<file path="config.mk">
export PLATFORM = sky130hd
export DESIGN_NAME = pattern_sequencer
export DESIGN_NICKNAME = d
export VERILOG_FILES = /design/src/rtl/pattern_sequencer_pkg.sv /design/src/rtl/pattern_sequencer_rgb_dimmer.sv /design/src/rtl/pattern_sequencer.sv
export SDC_FILE = /design/constraint.sdc
export NUM_CORES = 1
export LEC_CHECK = 0
export ABC_AREA = 1
export CAP_MARGIN = 15
export CORE_MARGIN = 4
export CORE_UTILIZATION = 51
export CTS_CLUSTER_SIZE = 24
export DETAILED_ROUTE_END_ITERATION = 10
export HOLD_SLACK_MARGIN = 0.02
export PLACE_DENSITY = 0.88
export SLEW_MARGIN = 20
export SYNTH_ARGS = -nofsm -noshare
export SYNTH_HDL_FRONTEND = slang
export SYNTH_HIERARCHICAL = 1
export SYNTH_SLANG_ARGS = --single-unit
export TNS_END_PERCENT = 10
</file>
<file path="constraint.sdc">
create_clock -name clk -period 6.6 [get_ports clk]
set_input_delay 1.32 -clock clk [delete_from_list [all_inputs] [get_ports clk]]
set_output_delay 1.32 -clock clk [all_outputs]
set_load 0.02 [all_outputs]
</file>
<file path="src/rtl/pattern_sequencer_pkg.sv">
// Shared definitions for the pattern sequencer: FSM state encodings, RGB
// channel layout, the default dwell table and the per-channel dimming helper.
package pattern_sequencer_pkg;

  // Width of the fade level; FADE_STEPS is limited to 1..3.
  localparam int LVL_W = 2;

  // Each colour channel is 2 bits wide: {R1R0,G1G0,B1B0}.
  localparam int CH_W      = 2;
  localparam int RGB_R_OFS = 4;
  localparam int RGB_G_OFS = 2;
  localparam int RGB_B_OFS = 0;

  // FSM state encodings, kept as plain constants for legacy compatibility.
  typedef logic [1:0] fsm_state_t;
  localparam logic [1:0] ST_SHOW     = 2'd0;
  localparam logic [1:0] ST_FADE_OUT = 2'd1;
  localparam logic [1:0] ST_FADE_IN  = 2'd2;

  // Default dwell table in frames. Index 0 is the rightmost entry.
  localparam logic [3:0][9:0] DEFAULT_DWELL = {10'd240, 10'd360, 10'd480, 10'd240};

  // Saturating subtract of the fade level from one 2-bit colour channel.
  function automatic logic [CH_W-1:0] dim_channel(input logic [CH_W-1:0] c,
                                                  input logic [LVL_W-1:0] lvl);
    logic [CH_W-1:0] res;
    if (c > lvl) begin
      res = c - lvl;
    end else begin
      res = {CH_W{1'b0}};
    end
    return res;
  endfunction

endpackage

</file>
<file path="src/rtl/pattern_sequencer_rgb_dimmer.sv">
// rgb_dimmer: purely combinational dimmer. Every 2-bit channel of the input
// pixel is reduced by the fade level, saturating at zero. Shared with the
// video output stage, so it carries no state and no clock.
module rgb_dimmer
  import pattern_sequencer_pkg::*;
#(
  parameter int RGB_W = 6
) (
  input  logic [RGB_W-1:0] i_rgb,
  input  logic [LVL_W-1:0] i_level,
  output logic [RGB_W-1:0] o_rgb
);

  localparam int NUM_CH = RGB_W / CH_W;

  // Apply the saturating dim to each channel independently.
  always_comb begin
    o_rgb = {RGB_W{1'b0}};
    for (int ch = 0; ch < NUM_CH; ch++) begin
      o_rgb[ch*CH_W +: CH_W] = dim_channel(i_rgb[ch*CH_W +: CH_W], i_level);
    end
  end

endmodule

</file>
<file path="src/rtl/pattern_sequencer.sv">
// pattern_sequencer: cycles through NUM_PATTERNS generators. Each pattern is
// shown for its own dwell time (in frames); a skip request cuts the dwell
// short. Every switch fades the current pattern out over FADE_STEPS frames,
// changes the selection at a frame origin, then fades the new one back in.
module pattern_sequencer
  import pattern_sequencer_pkg::*;
#(
  parameter int NUM_PATTERNS = 4,
  parameter int CNT_W        = 10,
  parameter int RGB_W        = 6,
  parameter int FADE_STEPS   = 3,
  parameter int PAUSE_HOLDS  = 1
) (
  input  logic                                                    clk,
  input  logic                                                    rst,
  input  logic                                                    vsync,
  input  logic                                                    paused,
  input  logic                                                    next_req,
  input  logic [NUM_PATTERNS*CNT_W-1:0]                           dwell_flat,
  input  logic [NUM_PATTERNS*RGB_W-1:0]                           pat_rgb_flat,
  output logic [((NUM_PATTERNS > 1) ? $clog2(NUM_PATTERNS) : 1)-1:0] pattern_sel,
  output logic [NUM_PATTERNS-1:0]                                 pattern_en,
  output logic [NUM_PATTERNS-1:0]                                 next_frame,
  output logic                                                    switching,
  output logic [RGB_W-1:0]                                        rgb
);

  localparam int SEL_W = (NUM_PATTERNS > 1) ? $clog2(NUM_PATTERNS) : 1;
  localparam logic [SEL_W-1:0] SEL_LAST  = SEL_W'(NUM_PATTERNS - 1);
  localparam logic [LVL_W-1:0] LVL_FULL  = LVL_W'(FADE_STEPS);
  localparam logic             HOLD_EN   = (PAUSE_HOLDS != 0);

  // State registers
  logic             r_vsync_q;
  fsm_state_t       r_state;
  logic [SEL_W-1:0] r_sel;
  logic [CNT_W-1:0] r_dwell_cnt;
  logic [LVL_W-1:0] r_fade_lvl;
  logic             r_skip_pend;

  // Combinational signals
  logic             w_fe;
  logic             w_anim;
  logic             w_hold;
  logic             w_expire;
  logic [CNT_W-1:0] w_dwell;
  logic [CNT_W-1:0] w_dwell_m1;
  logic [RGB_W-1:0] w_pat;
  logic [RGB_W-1:0] w_rgb_dim;
  fsm_state_t       w_state_nxt;
  logic [SEL_W-1:0] w_sel_nxt;
  logic [CNT_W-1:0] w_cnt_nxt;
  logic [LVL_W-1:0] w_lvl_nxt;
  logic             w_skip_nxt;

  // vsync is active low, so the frame origin is its rising edge. The delayed
  // copy resets high so that a vsync held high after reset gives no edge.
  assign w_fe   = vsync & ~r_vsync_q;
  assign w_anim = w_fe & ~paused & (r_state == ST_SHOW);
  assign w_hold = paused & HOLD_EN;

  // Pick the dwell entry and generator pixel belonging to the active pattern.
  always_comb begin
    w_dwell = {CNT_W{1'b0}};
    w_pat   = {RGB_W{1'b0}};
    for (int i = 0; i < NUM_PATTERNS; i++) begin
      if (r_sel == SEL_W'(i)) begin
        w_dwell = dwell_flat[i*CNT_W +: CNT_W];
        w_pat   = pat_rgb_flat[i*RGB_W +: RGB_W];
      end else begin
        w_dwell = w_dwell;
        w_pat   = w_pat;
      end
    end
  end

  // A dwell of 0 behaves like 1. Using >= lets a dwell lowered below the
  // running count expire on the very next frame edge.
  always_comb begin
    if (w_dwell == {CNT_W{1'b0}}) begin
      w_dwell_m1 = {CNT_W{1'b0}};
    end else begin
      w_dwell_m1 = w_dwell - CNT_W'(1);
    end
    w_expire = (r_dwell_cnt >= w_dwell_m1);
  end

  // Next-state logic. A skip request arriving in SHOW is folded in straight
  // away, so a request coinciding with the edge is honoured on that edge.
  // Expiry and skip together still produce a single advance because both
  // just trigger the same SHOW -> FADE_OUT transition.
  always_comb begin
    w_state_nxt = r_state;
    w_sel_nxt   = r_sel;
    w_cnt_nxt   = r_dwell_cnt;
    w_lvl_nxt   = r_fade_lvl;
    if ((r_state == ST_SHOW) && next_req) begin
      w_skip_nxt = 1'b1;
    end else begin
      w_skip_nxt = r_skip_pend;
    end
    if (w_fe) begin
      case (r_state)
        ST_SHOW: begin
          if (w_expire || w_skip_nxt) begin
            w_state_nxt = ST_FADE_OUT;
            w_cnt_nxt   = {CNT_W{1'b0}};
            w_lvl_nxt   = LVL_W'(1);
            w_skip_nxt  = 1'b0;
          end else if (!w_hold) begin
            w_cnt_nxt = r_dwell_cnt + CNT_W'(1);
          end else begin
            w_cnt_nxt = r_dwell_cnt;
          end
        end
        ST_FADE_OUT: begin
          // At full dim the selection moves on; the level stays at its
          // maximum for one more frame while the new pattern is hidden.
          if (r_fade_lvl == LVL_FULL) begin
            w_state_nxt = ST_FADE_IN;
            if (r_sel == SEL_LAST) begin
              w_sel_nxt = {SEL_W{1'b0}};
            end else begin
              w_sel_nxt = r_sel + SEL_W'(1);
            end
          end else begin
            w_lvl_nxt = r_fade_lvl + LVL_W'(1);
          end
        end
        ST_FADE_IN: begin
          if (r_fade_lvl <= LVL_W'(1)) begin
            w_state_nxt = ST_SHOW;
            w_lvl_nxt   = {LVL_W{1'b0}};
          end else begin
            w_lvl_nxt = r_fade_lvl - LVL_W'(1);
          end
        end
        default: begin
          // Unreachable encoding: fall back to a clean, undimmed SHOW.
          w_state_nxt = ST_SHOW;
          w_sel_nxt   = {SEL_W{1'b0}};
          w_cnt_nxt   = {CNT_W{1'b0}};
          w_lvl_nxt   = {LVL_W{1'b0}};
          w_skip_nxt  = 1'b0;
        end
      endcase
    end else begin
      w_state_nxt = r_state;
    end
  end

  // Register all sequencing state; reset abandons any fade in progress.
  always_ff @(posedge clk) begin
    if (rst) begin
      r_vsync_q   <= 1'b1;
      r_state     <= ST_SHOW;
      r_sel       <= {SEL_W{1'b0}};
      r_dwell_cnt <= {CNT_W{1'b0}};
      r_fade_lvl  <= {LVL_W{1'b0}};
      r_skip_pend <= 1'b0;
    end else begin
      r_vsync_q   <= vsync;
      r_state     <= w_state_nxt;
      r_sel       <= w_sel_nxt;
      r_dwell_cnt <= w_cnt_nxt;
      r_fade_lvl  <= w_lvl_nxt;
      r_skip_pend <= w_skip_nxt;
    end
  end

  // Decode the enable one-hot and the animation pulse for the active pattern.
  always_comb begin
    pattern_en = {NUM_PATTERNS{1'b0}};
    next_frame = {NUM_PATTERNS{1'b0}};
    for (int i = 0; i < NUM_PATTERNS; i++) begin
      if (r_sel == SEL_W'(i)) begin
        pattern_en[i] = 1'b1;
        next_frame[i] = w_anim;
      end else begin
        pattern_en[i] = 1'b0;
        next_frame[i] = 1'b0;
      end
    end
  end

  assign pattern_sel = r_sel;
  assign switching   = (r_state == ST_FADE_OUT) || (r_state == ST_FADE_IN);

  rgb_dimmer #(
    .RGB_W (RGB_W)
  ) u_dimmer (
    .i_rgb   (w_pat),
    .i_level (r_fade_lvl),
    .o_rgb   (w_rgb_dim)
  );

  assign rgb = w_rgb_dim;

endmodule

</file>
==> flow_metrics.tcl <==
set metrics [dict create \
    cts_tree "built" \
    h-tree-depth 1 \
    clock_path_buffers 2 \
    maxCapViolations 0 \
    cp-end-kind "output pin" \
    antenna_left 0 \
    avgViaCountPerCell 5.25 \
    path_class "in2out" \
    fp.dieH_um 78.9 \
    worstSetupStartpointType "input pin" \
    utilization_pct 71.8 \
    postSynthAreaPerCell_um2 6.52 \
    num_vias 2814 \
    postCtsSetupBuffers 0 \
    final_area_um2 3430 \
    overflow 0 \
    synth_top_area_share_pct 16.1 \
    core_um2 4790 \
    fin_crit_ns 5.03 \
    synth_cells 393 \
    drt-initial-drc-count 160 \
    arrival_ns 3.71 \
    grt_max_degree 27 \
    rsz0062_at_grt "false" \
    setup_viol 0 \
    hold_violations 0 \
    grt_pass1_wl_um 12200 \
    path_max_fanout 2 \
    peakVddDrop_mv 0.170 \
    worst_pin_slew_ns 0.965 \
    synth_top_area_cell "nand2_1" \
    gp_congestion 0.890 \
    grt_pass1_vias 2722 \
    async_flop_share_pct 0 \
    dpl.cell_count 533 \
    cts_resized 0 \
    start_util_pct 53.6 \
    ys_ff_latch 18 \
    synth_fp_nets 496 \
    clk_pin_slew_ns 0.07 \
    antenna_found_initial 0 \
    io_buffers 85 \
    yosysSeqAreaShare_pct 14.1 \
    met3_length_um 496 \
    area_delta_synth_final_pct 34.0 \
    ios 86 \
    wl_per_cell_um 13.7 \
    layout-drive-gt1-share_pct 9.38 \
    max_freq_mhz 199 \
    cts.sinks 18 \
    crit_required_ns 5.28 \
    synth_area_leaders "nand2_1 (16%), ha_1 (15%), dfxtp_1 (14%)" \
    outcome "complete, no violations" \
    hp-class "reg2reg" \
    slew_violations 0 \
    power_density_nw_per_um2 109 \
    yosys-top-cells-count "nand2_1 (110), nor2_1 (46), inv_1 (43)" \
    yosysMostFrequentCell "nand2_1" \
    clock_skew_ns 0.00156 \
    synthFlopType "dfxtp_1" \
    drt_wl_total_um 7330 \
    max_slew_margin_pct 35.7 \
    insertion_delay_ns 0.25 \
    instances_no_fill 536 \
    final.period_utilization_pct 76.2 \
    die_w_um 78.9 \
    drt-met1-wl_um 3180 \
    power.total_uw 376 \
    ctsRootBufferMaster "clkbuf_8" \
    synth_warnings 6 \
    num_rows 25 \
    fin_nets 574 \
    netlist_area_um2 2560 \
    synth_cell_types 41 \
    synth-edff-count 0 \
    top_layer "met4" \
    place_area_um2 3390 \
    wl_met2_um 3560 \
    grtUsageTotal_pct 23.7 \
    tns_ns 0 \
    drtPass1Iterations 4 \
    cts_hold_repair.buffers 0 \
    die_area_um2 6230 \
    drc_errors 0 \
    hpwl_um 5980 \
    cts_inserted_buffers 3 \
    leakage_nw 1.57 \
    diodes 0 \
]
metrics by stage:
step	hold WS, ns	setup slack (ns)
finish	0.483	1.57
floorplan	0.439	2.69
CTS	0.482	1.58
detailed placement	0.464	1.59
global route	0.493	1.30
global placement	0.456	1.65
worst paths after layout:
path	start	to	slack, ns	cells after the start
setup / recovery	pat_rgb_flat[7]	rgb[0]	1.57	9
hold reg to reg	r_skip_pend	r_skip_pend	0.48	2
hold / removal	r_skip_pend	r_skip_pend	0.48	2
setup reg to reg	pattern_sel[0]	r_dwell_cnt[0]	2.40	19
where the power goes:
part | switching, mW | leakage [nW] | total, mW | internal [mW]
sequential | 0.00336 | 0.146 | 0.115 | 0.111
clock | 0.0351 | 0.0216 | 0.0756 | 0.0405
combinational | 0.0953 | 1.40 | 0.185 | 0.0898
total | 0.134 | 1.57 | 0.376 | 0.242
flip-flops by register name, summed over array words and instances, names as in the netlist:
signal and cells:
r_dwell_cnt 10, pattern_sel 2, r_fade_lvl 2, r_state 2
r_skip_pend 1, r_vsync_q 1
layout by cell type, fill, tap and decap left out, drive strengths merged, types with 2 or more instances in the layout:
cell	instances
clkinv	2
nor2	53
or2	2
xor2	4
clkbuf	3
nand2	119
inv	48
fa	3
nand3b	3
nand3	22
dfxtp	18
clkdlybuf4s50	85
o31ai	6
a211oi	2
nand4	11
a221oi	6
o21ai	14
ha	31
a21oi	26
nor3	2
a21boi	3
cell families after synthesis:
group	count (synthesis)	share of synthesized area, %
AOI/OAI and AO/OA	62	17.0
xor gates and xnor gates	5	1.71
adders and majority gates	34	17.5
buffers and inverters	62	11.5
DFF	18	14.1
and+or+nand+nor	212	38.2
per-layer routing:
layer | up-vias | GRT usage [%]
li1 | 1434 | -
met1 | 1271 | 29.6
met2 | 99 | 43.0
met3 | 10 | 2.95
met4 | 0 | 5.67
met5 | - | 0
cell type report:
type | count | area [um^2]
clock buffers | 3 | 41.3
fillers | 414 | 1350
well taps | 67 | 83.8
flip-flops and latches | 18 | 360
repair buffers | 85 | 851
multi-input cells | 313 | 1910
inverters | 50 | 190
worst max-delay path: stages:
cell	delay (ns)
clkdlybuf4s50_1	0.45
a221oi_1	0.07
o31ai_1	0.49
inv_1	0.13
fa_1	0.42
inv_1	0.06
nand2_1	0.07
nor2_1	0.08
clkdlybuf4s50_1	0.61
Power figures use the tool's default switching activity.
